### src/rtl/id_decode_unit.sv
`default_nettype none
// +----------------------------------------------------------------------------+
// | Module      : id_decode_unit                                               |
// | Description : Registered RV32I decode stage. Decodes one instruction per   |
// |               cycle, resolves operands through prioritised forwarding      |
// |               slots, stalls on load-use hazards, and resolves branches and |
// |               jumps in ID with a registered one-cycle redirect pulse that  |
// |               squashes the following wrong-path fetches.                   |
// | Revision    : 1.0 - initial release                                        |
// +----------------------------------------------------------------------------+
// | Ports                                                                      |
// |   clk, rst            clock; asynchronous active-low reset                 |
// |   rdy                 global enable, all state frozen while low            |
// |   flush_i             kill in-flight bundle and pending squash             |
// |   in_valid_i/ready_o  fetch-side handshake, pc_i / inst_i payload          |
// |   reg1/2_addr_o       register-file read addresses (combinational)         |
// |   data1_i/data2_i     register-file read data                              |
// |   fwd_*_i             forwarding slots, slot 0 youngest / highest priority |
// |   out_valid_o/ready_i execute-side handshake                               |
// |   opcode/func3/func7/data1/data2/ls_offset/wd/wreg/illegal  bundle fields  |
// |   redirect_o/addr_o   one-cycle redirect pulse and target                  |
// |   stall_cnt_o         saturating load-use stall cycle count                |
// |   redirect_cnt_o      saturating redirect count                            |
// +----------------------------------------------------------------------------+
module id_decode_unit #(
  parameter int XLEN         = 32,
  parameter int NUM_FWD      = 2,
  parameter int SQUASH_DEPTH = 1,
  parameter int CNT_W        = 32
) (
  input  logic                    clk,
  input  logic                    rst,
  input  logic                    rdy,
  input  logic                    flush_i,
  input  logic                    in_valid_i,
  output logic                    in_ready_o,
  input  logic [XLEN-1:0]         pc_i,
  input  logic [31:0]             inst_i,
  output logic [4:0]              reg1_addr_o,
  output logic [4:0]              reg2_addr_o,
  input  logic [XLEN-1:0]         data1_i,
  input  logic [XLEN-1:0]         data2_i,
  input  logic [NUM_FWD-1:0]      fwd_wreg_i,
  input  logic [5*NUM_FWD-1:0]    fwd_wd_i,
  input  logic [XLEN*NUM_FWD-1:0] fwd_wdata_i,
  input  logic [NUM_FWD-1:0]      fwd_is_load_i,
  output logic                    out_valid_o,
  input  logic                    out_ready_i,
  output logic [6:0]              opcode_o,
  output logic [2:0]              func3_o,
  output logic [6:0]              func7_o,
  output logic [XLEN-1:0]         data1_o,
  output logic [XLEN-1:0]         data2_o,
  output logic [XLEN-1:0]         ls_offset_o,
  output logic [4:0]              wd_o,
  output logic                    wreg_o,
  output logic                    illegal_o,
  output logic                    redirect_o,
  output logic [XLEN-1:0]         redirect_addr_o,
  output logic [CNT_W-1:0]        stall_cnt_o,
  output logic [CNT_W-1:0]        redirect_cnt_o
);

  localparam logic [6:0] OP_LUI    = 7'b0110111;
  localparam logic [6:0] OP_AUIPC  = 7'b0010111;
  localparam logic [6:0] OP_JAL    = 7'b1101111;
  localparam logic [6:0] OP_JALR   = 7'b1100111;
  localparam logic [6:0] OP_BRANCH = 7'b1100011;
  localparam logic [6:0] OP_LOAD   = 7'b0000011;
  localparam logic [6:0] OP_STORE  = 7'b0100011;
  localparam logic [6:0] OP_IMM    = 7'b0010011;
  localparam logic [6:0] OP_REG    = 7'b0110011;
  localparam logic [6:0] OP_FENCE  = 7'b0001111;
  localparam logic [6:0] OP_SYSTEM = 7'b1110011;

  localparam int             SHAMT_W     = (XLEN == 64) ? 6 : 5;
  localparam logic [1:0]     SQUASH_INIT = 2'(SQUASH_DEPTH);
  localparam logic [XLEN-1:0] ALIGN_MASK = {{(XLEN-1){1'b1}}, 1'b0};

  // Returns {load_pending, value} for one source register. The loop runs
  // from the oldest slot down so the youngest matching slot wins.
  function automatic logic [XLEN:0] resolve(
    input logic [4:0]              rs,
    input logic [XLEN-1:0]         rf,
    input logic [NUM_FWD-1:0]      wreg,
    input logic [5*NUM_FWD-1:0]    wd,
    input logic [XLEN*NUM_FWD-1:0] wdata,
    input logic [NUM_FWD-1:0]      ld
  );
    logic [XLEN:0] r;
    r = {1'b0, rf};
    if (rs == 5'd0) begin
      r = '0;
    end else begin
      for (int k = NUM_FWD - 1; k >= 0; k--) begin
        if (wreg[k] && (wd[k*5 +: 5] == rs)) begin
          r = {ld[k], wdata[k*XLEN +: XLEN]};
        end
      end
    end
    return r;
  endfunction

  logic [6:0]        op;
  logic [2:0]        f3;
  logic              rd1_en;
  logic              rd2_en;
  logic              writes;
  logic              known;
  logic signed [31:0] imm_i32;
  logic signed [31:0] imm_s32;
  logic signed [31:0] imm_b32;
  logic signed [31:0] imm_u32;
  logic signed [31:0] imm_j32;
  logic [XLEN-1:0]   imm_i;
  logic [XLEN-1:0]   imm_s;
  logic [XLEN-1:0]   imm_b;
  logic [XLEN-1:0]   imm_u;
  logic [XLEN-1:0]   imm_j;
  logic [XLEN:0]     rs1_res;
  logic [XLEN:0]     rs2_res;
  logic [XLEN-1:0]   rs1_val;
  logic [XLEN-1:0]   rs2_val;
  logic              hazard;
  logic              taken;
  logic              redirect_d;
  logic [XLEN-1:0]   target_d;
  logic [XLEN-1:0]   data1_d;
  logic [XLEN-1:0]   data2_d;
  logic [XLEN-1:0]   ls_offset_d;
  logic              accept;
  logic [1:0]        squash_cnt;

  assign reg1_addr_o = inst_i[19:15];
  assign reg2_addr_o = inst_i[24:20];

  always_comb begin
    op     = inst_i[6:0];
    f3     = inst_i[14:12];
    rd1_en = 1'b0;
    rd2_en = 1'b0;
    writes = 1'b0;
    known  = 1'b1;
    case (op)
      OP_LUI, OP_AUIPC, OP_JAL: writes = 1'b1;
      OP_JALR:   begin rd1_en = 1'b1; writes = 1'b1; end
      OP_BRANCH: begin rd1_en = 1'b1; rd2_en = 1'b1; end
      OP_LOAD:   begin rd1_en = 1'b1; writes = 1'b1; end
      OP_STORE:  begin rd1_en = 1'b1; rd2_en = 1'b1; end
      OP_IMM:    begin rd1_en = 1'b1; writes = 1'b1; end
      OP_REG:    begin rd1_en = 1'b1; rd2_en = 1'b1; writes = 1'b1; end
      OP_FENCE, OP_SYSTEM: known = 1'b1;
      default:   known = 1'b0;
    endcase
  end

  // Immediates are formed at 32 bits and sign-extended to XLEN by the cast.
  always_comb begin
    imm_i32 = {{20{inst_i[31]}}, inst_i[31:20]};
    imm_s32 = {{20{inst_i[31]}}, inst_i[31:25], inst_i[11:7]};
    imm_b32 = {{19{inst_i[31]}}, inst_i[31], inst_i[7], inst_i[30:25], inst_i[11:8], 1'b0};
    imm_u32 = {inst_i[31:12], 12'b0};
    imm_j32 = {{11{inst_i[31]}}, inst_i[31], inst_i[19:12], inst_i[20], inst_i[30:21], 1'b0};
    imm_i   = XLEN'(imm_i32);
    imm_s   = XLEN'(imm_s32);
    imm_b   = XLEN'(imm_b32);
    imm_u   = XLEN'(imm_u32);
    imm_j   = XLEN'(imm_j32);
  end

  always_comb begin
    rs1_res = resolve(inst_i[19:15], data1_i, fwd_wreg_i, fwd_wd_i, fwd_wdata_i, fwd_is_load_i);
    rs2_res = resolve(inst_i[24:20], data2_i, fwd_wreg_i, fwd_wd_i, fwd_wdata_i, fwd_is_load_i);
    rs1_val = rs1_res[XLEN-1:0];
    rs2_val = rs2_res[XLEN-1:0];
    // Only an operand that is actually read can stall on an in-flight load.
    hazard  = (rd1_en & rs1_res[XLEN]) | (rd2_en & rs2_res[XLEN]);
  end

  always_comb begin
    case (f3)
      3'b000:  taken = (rs1_val == rs2_val);
      3'b001:  taken = (rs1_val != rs2_val);
      3'b100:  taken = ($signed(rs1_val) <  $signed(rs2_val));
      3'b101:  taken = ($signed(rs1_val) >= $signed(rs2_val));
      3'b110:  taken = (rs1_val <  rs2_val);
      3'b111:  taken = (rs1_val >= rs2_val);
      default: taken = 1'b0;
    endcase

    redirect_d = 1'b0;
    target_d   = pc_i + imm_b;
    case (op)
      OP_BRANCH: redirect_d = taken;
      OP_JAL:    begin redirect_d = 1'b1; target_d = pc_i + imm_j; end
      OP_JALR:   begin redirect_d = 1'b1; target_d = (rs1_val + imm_i) & ALIGN_MASK; end
      default:   redirect_d = 1'b0;
    endcase
  end

  always_comb begin
    case (op)
      OP_LUI:           data1_d = imm_u;
      OP_AUIPC:         data1_d = pc_i + imm_u;
      OP_JAL, OP_JALR:  data1_d = pc_i + XLEN'(4);
      default:          data1_d = rd1_en ? rs1_val : '0;
    endcase

    case (op)
      OP_IMM:           data2_d = (f3[1:0] == 2'b01) ? XLEN'(inst_i[20 +: SHAMT_W]) : imm_i;
      OP_LOAD, OP_JALR: data2_d = imm_i;
      default:          data2_d = rd2_en ? rs2_val : '0;
    endcase

    case (op)
      OP_LOAD:  ls_offset_d = imm_i;
      OP_STORE: ls_offset_d = imm_s;
      default:  ls_offset_d = '0;
    endcase
  end

  assign in_ready_o = rdy & ~hazard & (~out_valid_o | out_ready_i);
  assign accept     = in_valid_i & in_ready_o;

  always_ff @(posedge clk or negedge rst) begin
    if (!rst) begin
      out_valid_o     <= 1'b0;
      opcode_o        <= '0;
      func3_o         <= '0;
      func7_o         <= '0;
      data1_o         <= '0;
      data2_o         <= '0;
      ls_offset_o     <= '0;
      wd_o            <= '0;
      wreg_o          <= 1'b0;
      illegal_o       <= 1'b0;
      redirect_o      <= 1'b0;
      redirect_addr_o <= '0;
      stall_cnt_o     <= '0;
      redirect_cnt_o  <= '0;
      squash_cnt      <= '0;
    end else if (rdy) begin
      redirect_o <= 1'b0;

      if (in_valid_i && hazard && (stall_cnt_o != '1)) begin
        stall_cnt_o <= stall_cnt_o + CNT_W'(1);
      end

      if (flush_i) begin
        // Flush overrides any accept, including a taken branch this cycle.
        out_valid_o <= 1'b0;
        squash_cnt  <= '0;
      end else if (accept) begin
        if (squash_cnt != 2'd0) begin
          squash_cnt  <= squash_cnt - 2'd1;
          out_valid_o <= 1'b0;
        end else if (inst_i == 32'd0) begin
          out_valid_o <= 1'b0;
        end else begin
          out_valid_o <= 1'b1;
          opcode_o    <= op;
          func3_o     <= f3;
          func7_o     <= inst_i[31:25];
          data1_o     <= data1_d;
          data2_o     <= data2_d;
          ls_offset_o <= ls_offset_d;
          wd_o        <= inst_i[11:7];
          wreg_o      <= writes;
          illegal_o   <= ~known;
          if (redirect_d) begin
            redirect_o      <= 1'b1;
            redirect_addr_o <= target_d;
            squash_cnt      <= SQUASH_INIT;
            if (redirect_cnt_o != '1) begin
              redirect_cnt_o <= redirect_cnt_o + CNT_W'(1);
            end
          end
        end
      end else if (out_ready_i) begin
        out_valid_o <= 1'b0;
      end
    end
  end

endmodule
`default_nettype wire

### config.mk
export PLATFORM = sky130hd
export DESIGN_NAME = id_decode_unit
export DESIGN_NICKNAME = d
export VERILOG_FILES = /design/src/rtl/id_decode_unit.sv
export SDC_FILE = /design/constraint.sdc
export NUM_CORES = 1
export LEC_CHECK = 0
export CORE_ASPECT_RATIO = 1.5
export CORE_MARGIN = 2
export CORE_UTILIZATION = 30
export CTS_CLUSTER_SIZE = 16
export DETAILED_ROUTE_END_ITERATION = 6
export PLACE_DENSITY = 0.55
export SLEW_MARGIN = 20
export SYNTH_ARGS = -nofsm -noshare
export SYNTH_HDL_FRONTEND = slang
export SYNTH_SLANG_ARGS = --single-unit
### constraint.sdc
create_clock -name clk -period 6.23 [get_ports clk]
set_input_delay 0.623 -clock clk [delete_from_list [all_inputs] [get_ports clk]]
set_output_delay 0.623 -clock clk [all_outputs]
set_load 0.01 [all_outputs]
=== Word-level counts from Yosys, hierarchy flattened ===
Cells that the tools add are included.

* Bits in registers: 220
* Word-level logic and storage cells: 126
* Input bits: 212
* Output and inout port bits: 229

* Magnitude comparators: 4
* Bitwise logic cells: 13
* Equal/unequal tests: 26
* Reductions and logical operators: 26
* $add $sub $neg: 8
* Muxes and demuxes: 34

{| class="wikitable"
|+ Operator list
! kind !! number
|-
| $mux 33 || 6
|-
| $pmux 32 s2 || 3
|-
| $add 32x32->32 || 4
|-
| $mux 32 || 3
|-
| $pmux 32 s3 || 1
|-
| $add 32x1->32 const B || 2
|-
| $ge 32x32->1 || 2
|-
| $lt 32x32->1 || 2
|-
| $ne 32x32->1 const B || 2
|-
| $add 32x3->32 const B || 1
|-
| $eq 32x32->1 || 1
|-
| $logic_not 32->1 || 1
|-
| $ne 32x32->1 || 1
|-
| $eq 7x7->1 const B || 4
|-
| $eq 7x6->1 const B || 3
|-
| $eq 5x5->1 || 4
|-
| $eq 7x5->1 const B || 2
|-
| $mux 1 || 14
|-
| $eq 3x3->1 const B || 4
|-
| $reduce_or 11->1 || 1
|-
| $logic_not 5->1 || 2
|-
| $mux 2 || 5
|-
| $eq 7x2->1 const B || 1
|-
| $eq 7x4->1 const B || 1
|-
| other kinds (22) || 41
|}

=== Longest topological paths before layout ===
Gate-level depths: netlist (run 1).

* Word-level depth: 13
* Mapped depth: 24
* Depth with buffers taken out: 19

=== Least setup slack after synthesis (run 1) ===
Ideal clock, no wire load.

* Kind: input-to-reg
* From: input inst_i[15]
* To: register redirect_cnt_o[1]
* Data arrival time: 5643 ps
* Path buffers: 5
* Path slack: 460 ps
* Cell stages on the path: 22
* Cell sequence: buf_2 > xor2_1 > nor4_4 > and2_1 > clkbuf_1 > buf_1 > clkbuf_1 > mux2i_1 > a211oi_1 > ha_1 > a21o_1 > a21o_1 > a21oi_1 > o21ai_0 > nor3_1 > a31oi_4 > mux2i_1 > a2111oi_2 > a31oi_1 > buf_4 > nor2_1 > mux2_1

* Longest elaborated chain between the ends: 12
* Elaborated cells between the ends (all ways): 25

{| class="wikitable"
|+ Ends and longest elaborated chain
! element !! line !! source
|-
| from (decl) || 38 || <nowiki>input logic [31:0] inst_i,</nowiki>
|-
| branches (longest 11 deep; another with $ge 32x32->1) || - ||
|-
| $reduce_and 7->1 (no line) (*) || - ||
|-
| to (signal assigned) || 275 || <nowiki>redirect_cnt_o <= redirect_cnt_o + CNT_W'(1);</nowiki>
|-
| to (decl) || 61 || <nowiki>output logic [CNT_W-1:0] redirect_cnt_o</nowiki>
|}

Every way passes the cells marked *.
A chain may end at the register's enable or synchronous reset.

=== Worst setup path in the final report (run 1) ===
* From: input inst_i[19]
* To: register redirect_addr_o[30]

* Longest elaborated chain between the ends: 12
* Elaborated cells between the ends (all ways): 28

{| class="wikitable"
|+ Ends and longest elaborated chain
! element !! line !! source
|-
| branches (longest 12 deep; another with $ge 32x32->1) || - ||
|-
| to (signal assigned) || 272 || <nowiki>redirect_addr_o <= target_d;</nowiki>
|-
| to (decl) || 59 || <nowiki>output logic [XLEN-1:0] redirect_addr_o,</nowiki>
|}

Several ways; the timed one is not identified.

==> out/results.txt, run 1 <==
CTS tree: yes
Maximum capacitance violations: 0
Vias: 17300
PostCTS Resize Cnt: 0
Post-DRT Antenna Nets: 0
Dpl ws: -0.247 ns
Logic pwr share: 39.4%
Pwr dens: 203 nW/um^2
Post-synth EDFFs: 0
Power Internal: 3.04 mW
HPWL after DPL: 63100 microns
Origin of the critical flop-to-flop path: squash_cnt[0]$_DFFE_PN0P_
H-tree Lvls: 4
Clock-pin slew on the worst setup and hold paths: 0.08 ns
CTS Hold Buffers Added: 0
Setup tns final: 0 ns
Initial antenna violation count: 4
Final Skew: 0.0128 ns
FF-to-FF End: opcode_o[3]$_DFFE_PN0P_
Final Critical Period: 5.91 ns
Gr ovfl total: 0
Pin count of the biggest net entering global routing: 104
Sw Pwr: 1.66 mW
P_leak: 9.81 nW
Pre-antenna DRT Iters: 6
Crit-path max FO: 62
R2R setup slack: 2.85 ns
Sink Count: 200
Post-CTS Setup Inserts: 0
Longest Clk Path Bufs: 2
Residual DRC: 0
Clk_lat worst skew: 0.48 ns
Unrepaired setup endpoints after global routing: no
Startpoint types: input pin
Primary FF master, synth: dfrtp_1
Hold Violations, Final: 0
Slew headroom: 38.0%
Status: finished clean
Synth async-reset ratio: 100%
Syn Inst Count: 1949
Worst Path Required: 6.63 ns
Root Driver: clkbuf_16
Initial Utilization: 30.4%
Num ports: 441
Arr. time, crit path: 6.31 ns
Hold Crit Class: input pin to async pin
Vias in the first global route: 17600
Rows: 105
Total number of yosys warnings: 0
# setup viols final: 0
Worst-margin pin slew: 0.930 ns
Area grow syn2layout: 39.7%
Layout filler cell count: 5540
Syn_area_per_cell: 8.51 sq um
Clock power frac: 27.2%
Total Routing Usage GR: 27.0%
Vias per inst: 5.51
First-pass GRT wire length: 115000 microns
Fmax: 169 MHz
I/O Buffers: 440
Flop pwr share: 33.4%
Sequential fraction of the synthesis area: 30.2%
Layout cells sized above 1: 11.3%
Final Cycle Share: 94.9%
Gpl congestion: 0.950
Worst IR drop on VDD: 0.214 mV
Synthesized flop and latch total: 200
Sw Ratio: 35.3%
# nets final: 2755
Yosys cell types: 83
Die Y: 292 microns
Crit Path Class: input pin to register
Worst setup EP type: register
Die W: 196 microns
PnR worst setup slack: 0.320 ns
Slew Limit Fails: 0
Reg2Reg Depth: 5
Routed length per placed instance: 24.9 microns
Iteration-0 DRC count of the detailed router: 1041
WL final: 78200 microns
Syn_nets: 2276
Core box area: 54700 sq um
Die area: 57300 sq um
Post-Syn Area: 16600 sq um
Clock buffer count from CTS: 17
==> state kept, by name, summed over array words and instances, names as in the netlist <==
| register | flops |
|---|---|
| ls_offset_o | 12 |
| redirect_cnt_o | 32 |
| func3_o | 3 |
| illegal_o | 1 |
| stall_cnt_o | 32 |
| opcode_o | 7 |
| wreg_o | 1 |
| redirect_addr_o | 32 |
| data2_o | 32 |
| out_valid_o | 1 |
| wd_o | 5 |
| data1_o | 32 |
| func7_o | 7 |
| squash_cnt | 2 |
| redirect_o | 1 |
==> cells in the final DEF, fill, tap and decap left out, types with 32 or more instances in the layout <==
cell type	n
mux2i_1	69
and3_1	34
clkdlybuf4s50_1	438
inv_1	47
a21o_1	50
o21a_1	33
dfrtp_1	200
xnor2_1	87
o21ai_0	87
buf_4	151
nand3_1	63
a21oi_1	155
nand4_1	40
o211ai_1	56
nor3_1	32
nor2_1	166
a211oi_1	37
ha_1	112
nand2_1	166
xor2_1	82
==> logic make-up after synthesis <==
kind of cell | after synthesis | synth area share, %
compound gates | 566 | 22.6
xor+xnor | 169 | 8.92
fa+ha+maj | 115 | 8.81
buf+inv | 186 | 5.04
flops | 200 | 30.2
mux | 100 | 6.27
simple gates | 613 | 18.2
==> metrics by stage <==
stage	power (mW)	util [%]	hold WS [ns]	instances	instance area, sq um
finish	4.70	42.4	0.178	3139	23200
floorplan	2.43	-	0.327	1949	16600
detailed placement	3.44	41.2	0.469	3104	22500
global placement	3.43	41.2	0.463	3104	22500
global route	4.94	42.4	0.238	3139	23200
CTS	4.76	42.4	0.209	3136	23200
==> layer usage <==
layer / up-vias / part of all wire [%] / global-route usage (%) / wire [microns]
li1: 8098 / - / - / -
met1: 8412 / 38 / 29.8 / 29600
met2: 632 / 52 / 49.1 / 40700
met3: 146 / 4.6 / 3.72 / 3560
met4: 0 / 5.6 / 15.4 / 4390
met5: - / 0 / 0 / 0
==> final cells by class <==
type | instances | area, sq um | share of cell area (%)
multi-input cells | 1563 | 10800 | 46.6
repair buffers | 598 | 5680 | 24.5
flip-flops and latches | 200 | 5000 | 21.6
well taps | 695 | 870 | 3.75
clock buffers | 18 | 439 | 1.89
clock inverters | 14 | 196 | 0.847
inverters | 48 | 180 | 0.777
diodes | 3 | 7.51 | 0.0324
==> Yosys cell counts, drive strengths merged, types with 38 or more instances <==
| library cell | count | share of area (%) |
|---|---|---|
| xor2 | 82 | 4.3 |
| a21oi | 155 | 4.7 |
| nor2 | 170 | 3.9 |
| buf | 59 | 2.2 |
| clkbuf | 79 | 1.8 |
| o21ai | 89 | 2.7 |
| nand2 | 166 | 3.8 |
| dfrtp | 200 | 30 |
| mux2i | 69 | 4.2 |
| o211ai | 56 | 2.5 |
| nand3 | 65 | 2.0 |
| nor3 | 40 | 1.4 |
| a211oi | 38 | 1.7 |
| nand4 | 40 | 1.5 |
| a21o | 50 | 2.3 |
| xnor2 | 87 | 4.6 |
| ha | 112 | 8.4 |
| inv | 48 | 1.1 |
==> power groups by stage <==
stage	clock network, mW	registers (mW)	logic (mW)
final	1.28	1.57	1.85
after global routing	1.36	1.59	1.99
after CTS	1.33	1.58	1.86
after detailed placement	0	1.60	1.84
after global placement	0	1.60	1.84
after floorplan	0	1.66	0.772
==> worst max path at each step <==
stage / startpoint / to / slack, ns / cells past startpoint
2_1_floorplan: inst_i[15] / redirect_cnt_o[1]$_DFFE_PN0P_ / 0.46 / 22
3_3_place_gp: inst_i[19] / redirect_cnt_o[1]$_DFFE_PN0P_ / -0.19 / 20
3_5_place_dp: inst_i[15] / redirect_cnt_o[1]$_DFFE_PN0P_ / -0.25 / 20
4_1_cts: inst_i[15] / redirect_cnt_o[1]$_DFFE_PN0P_ / 0.27 / 20
5_1_grt: inst_i[19] / redirect_addr_o[30]$_DFFE_PN0P_ / 0.02 / 22
6_report: inst_i[19] / redirect_addr_o[30]$_DFFE_PN0P_ / 0.32 / 22
==> worst max-delay path, stage by stage <==
cell	delay, ns
clkdlybuf4s50_1	0.65
buf_4	0.27
xor2_1	0.12
nor4_4	0.42
nand3_2	0.15
buf_12	0.21
a211oi_1	0.66
buf_4	0.26
ha_1	0.14
and3_1	0.27
o21ai_0	0.12
nand4_1	0.13
nand2_1	0.06
a2111oi_0	0.56
buf_4	0.22
o221ai_1	0.18
o21ai_0	0.27
a21oi_1	0.15
o21ai_0	0.29
mux2i_1	0.22
a21oi_1	0.12
a21oi_1	0.18
Power figures use the tool's default switching activity.
==> run 2, diff against run 1 <==
Settings changed: ABC_AREA from default to 1, GPL_ROUTABILITY_DRIVEN from default to 0, PLACE_DENSITY 0.55 to 0.54.
==> out/results.txt, run 2 <==
Syn_area_per_cell: 6.60 sq um (-23%)
Dpl ws: 0.0806 ns (+0.328 ns)
Num ports: 441 (unchanged)
FF-to-FF End: redirect_cnt_o[29]$_DFFE_PN0P_
Setup tns final: 0 ns (unchanged)
Startpoint types: input pin
Slew headroom: 32.9% (-5.1 points)
P_leak: 11.0 nW (+12%)
Final Skew: 0.0186 ns (+0.00578 ns)
Post-synth EDFFs: 0 (unchanged)
Top sig layer: met5
WL final: 84500 microns (+8.1%)
Clock power frac: 27.5% (+0.3 points)
Final Cycle Share: 92.3% (-2.6 points)
Reg2Reg Depth: 15 (+10)
First-pass GRT wire length: 125000 microns (+9.0%)
Clock buffer count from CTS: 17 (unchanged)
Crit-path max FO: 23 (-63%)
Post-DRT Antenna Nets: 0 (unchanged)
PostCTS Resize Cnt: 0 (unchanged)
CTS tree: yes
Sw Pwr: 1.65 mW (-0.50%)
Sequential fraction of the synthesis area: 28.2% (-2.0 points)
Iteration-0 DRC count of the detailed router: 1437 (+38%)
Post-CTS Setup Inserts: 0 (unchanged)
Pre-antenna DRT Iters: 6 (unchanged)
Post-Syn Area: 17800 sq um (+7.1%)
Layout filler cell count: 6183 (+12%)
Rows: 109 (+3.8%)
Vias in the first global route: 20500 (+16%)
Final Critical Period: 5.75 ns (-0.159 ns)
I/O Buffers: 440 (unchanged)
Synth area leaders: dfrtp_1, nand2_1, ha_1
Worst setup EP type: register
Die Y: 302 microns (+3.4%)
Sw Ratio: 38.0% (+2.8 points)
Die area: 61200 sq um (+7.0%)
Worst Path Required: 6.61 ns (-0.02 ns)
Most common cell after layout, fill and taps aside: nand2_1
# setup viols final: 0 (unchanged)
Total number of yosys warnings: 0 (unchanged)
Gr ovfl total: 0 (unchanged)
Logic pwr share: 37.2% (-2.2 points)
Arr. time, crit path: 6.13 ns (-0.18 ns)
Syn Inst Count: 2694 (+38%)
CTS Hold Buffers Added: 0 (unchanged)
Clk_lat worst skew: 0.49 ns (about the same)
Most frequent cell after synthesis: nand2_1
Hold Crit Class: input pin to async pin
Initial antenna violation count: 10 (+6)
Wire length on met1: 31600 microns (+6.6%)
Sink Count: 200 (unchanged)
HPWL after DPL: 69600 microns (+10%)
Hold slack final: 0.179 ns (+0.00105 ns)
Area grow syn2layout: 33.1%
Leading cell types in the layout, fill and taps excluded: nand2_1, clkdlybuf4s50_1, inv_1
Synth async-reset ratio: 100% (unchanged)
Unrepaired setup endpoints after global routing: no
Root Driver: clkbuf_16
Pwr dens: 183 nW/um^2 (-9.5%)
Fmax: 174 MHz (+2.8%)
Crit Path Class: input pin to register
Pwr Total: 4.34 mW (-7.7%)
Clock-pin slew on the worst setup and hold paths: 0.08 ns (about the same)
Syn_nets: 3021 (+33%)
Routed length per placed instance: 21.8 microns (-13%)
Die W: 203 microns (+3.4%)
Origin of the critical flop-to-flop path: redirect_cnt_o[0]$_DFFE_PN0P_
Hold Violations, Final: 0 (unchanged)
Commonest cells in the netlist: nand2_1, inv_1, o21ai_0, a21oi_1, nor2_1
H-tree Lvls: 4 (unchanged)
# nets final: 3413 (+24%)
Worst-margin pin slew: 1.01 ns (+0.0759 ns)
Power Internal: 2.69 mW (-12%)
Maximum capacitance violations: 0 (unchanged)
Initial Utilization: 30.2% (-0.13 points)
Slew Limit Fails: 0 (unchanged)
R2R setup slack: 2.78 ns (-0.07 ns)
Worst IR drop on VDD: 0.148 mV (-31%)
Total Routing Usage GR: 27.1% (+0.15 points)
Met2 Wirelength: 41600 microns (+2.2%)
Yosys cell types: 61 (-27%)
Status: finished clean
Longest Clk Path Bufs: 2 (unchanged)
Synthesized flop and latch total: 200 (unchanged)
Layout cells sized above 1: 6.03% (-5.3 points)
Vias: 20700 (+20%)
Core box area: 58800 sq um (+7.6%)
Flop pwr share: 35.3% (+1.9 points)
Pin count of the biggest net entering global routing: 115 (+11%)
Dominant cell type by area after synthesis: dfrtp_1
Vias per inst: 5.33 (-3.1%)
PnR worst setup slack: 0.480 ns (+0.159 ns)
Primary FF master, synth: dfrtp_1
Post-synth top area share: 28.2% (-2.0 points)
Met3 wire length: 5100 microns (+43%)
Residual DRC: 0 (unchanged)
Core Util, Final: 40.2% (-2.2 points)
[run 2: cell count changes after synthesis, sizes merged, moves of 32 or more]
cell,before,now
inv,48,335
o21ai,89,292
nand2,166,703
xor2,82,40
nand3,65,106
nand4,40,85
nor2,170,213
mux2i,69,1
and3,35,3
a21oi,155,228
o211ai,56,23
xnor2,87,23
a21o,50,7
[run 2: cell type report]
class	count	area [sq um]	share of cell area, %
Sequential cell	200	5000	21.2
Multi-Input combinational cell	2041	10900	46.3
Inverter	335	1260	5.33
Tap cell	777	972	4.11
Clock buffer	19	453	1.92
Clock inverter	13	148	0.624
Antenna cell	9	22.5	0.0952
Timing Repair Buffer	491	4850	20.5
[run 2: per-stage QoR]
stage / cells / area (sq um)
4_1_cts: 3876 / 23600
3_3_place_gp: 3844 / 23000
5_1_grt: 3884 / 23600
3_5_place_dp: 3844 / 23000
2_1_floorplan: 2694 / 17800
6_report: 3885 / 23600
[run 2: critical path, stage by stage]
cell and delay (ns):
clkdlybuf4s50_1 0.63, buf_4 0.27, nand2_1 0.06, nand2_1 0.05
nor2_1 0.13, nand3_2 0.23, inv_1 0.59, o21ai_0 0.25
ha_1 0.37, nand4_1 0.16, nor3_1 0.25, inv_1 0.09
nor3_1 0.41, nand4_1 0.25, o31ai_1 0.26, inv_1 0.07
nand2_1 0.06, nor2_1 0.04, nand3_1 0.18, nand2_2 0.17
nand2_2 0.11, buf_4 0.29, nand4_1 0.34, nand2_1 0.16
nand2_1 0.06
[run 2: layer usage]
| metal | up-vias | GRT usage (%) |
|---|---|---|
| met1 | 9698 | 30.1 |
| met2 | 963 | 47.8 |
| met3 | 230 | 4.06 |
| met4 | 2 | 18.4 |
| met5 | - | 0 |
| li1 | 9833 | - |
[run 2: logic make-up (layout without fill, tap and decap cells)]
family,Yosys count,after routing,share of synthesized area [%]
AOI/OAI and AO/OA,660,660,20.9
xor gates and xnor gates,63,63,3.10
adders and majority gates,115,115,8.22
buffers and inverters,453,858,10.4
DFF,200,200,28.2
muxes,1,1,0.0563
other,0,9,0
and+or+nand+nor,1202,1202,29.1
[run 2: power by group through the flow]
stage | Combinational (mW) | Sequential [mW] | Clock [mW]
global placement | 1.59 | 1.55 | 0
detailed placement | 1.60 | 1.55 | 0
floorplan | 0.704 | 1.59 | 0
global route | 1.75 | 1.54 | 1.28
finish | 1.62 | 1.53 | 1.19
CTS | 1.60 | 1.53 | 1.23
[run 2: worst max path at each step]
stage                     start                         endpoint  slack, ns
finish               inst_i[22]    redirect_cnt_o[3]$_DFFE_PN0P_       0.48
global route         inst_i[22]    redirect_cnt_o[3]$_DFFE_PN0P_       0.10
CTS                  inst_i[22]    redirect_cnt_o[3]$_DFFE_PN0P_       0.59
detailed placement   inst_i[22]    redirect_cnt_o[3]$_DFFE_PN0P_       0.08
global placement     inst_i[22]   redirect_cnt_o[28]$_DFFE_PN0P_       0.22
floorplan           fwd_wd_i[2]  redirect_addr_o[12]$_DFFE_PN0P_       2.10
==> run 3, diff against run 2 <==
Settings changed: HOLD_SLACK_MARGIN from default to 0.1.
==> results of run 3 <==
Final layout, timing and power as in run 2 (identical DEF).
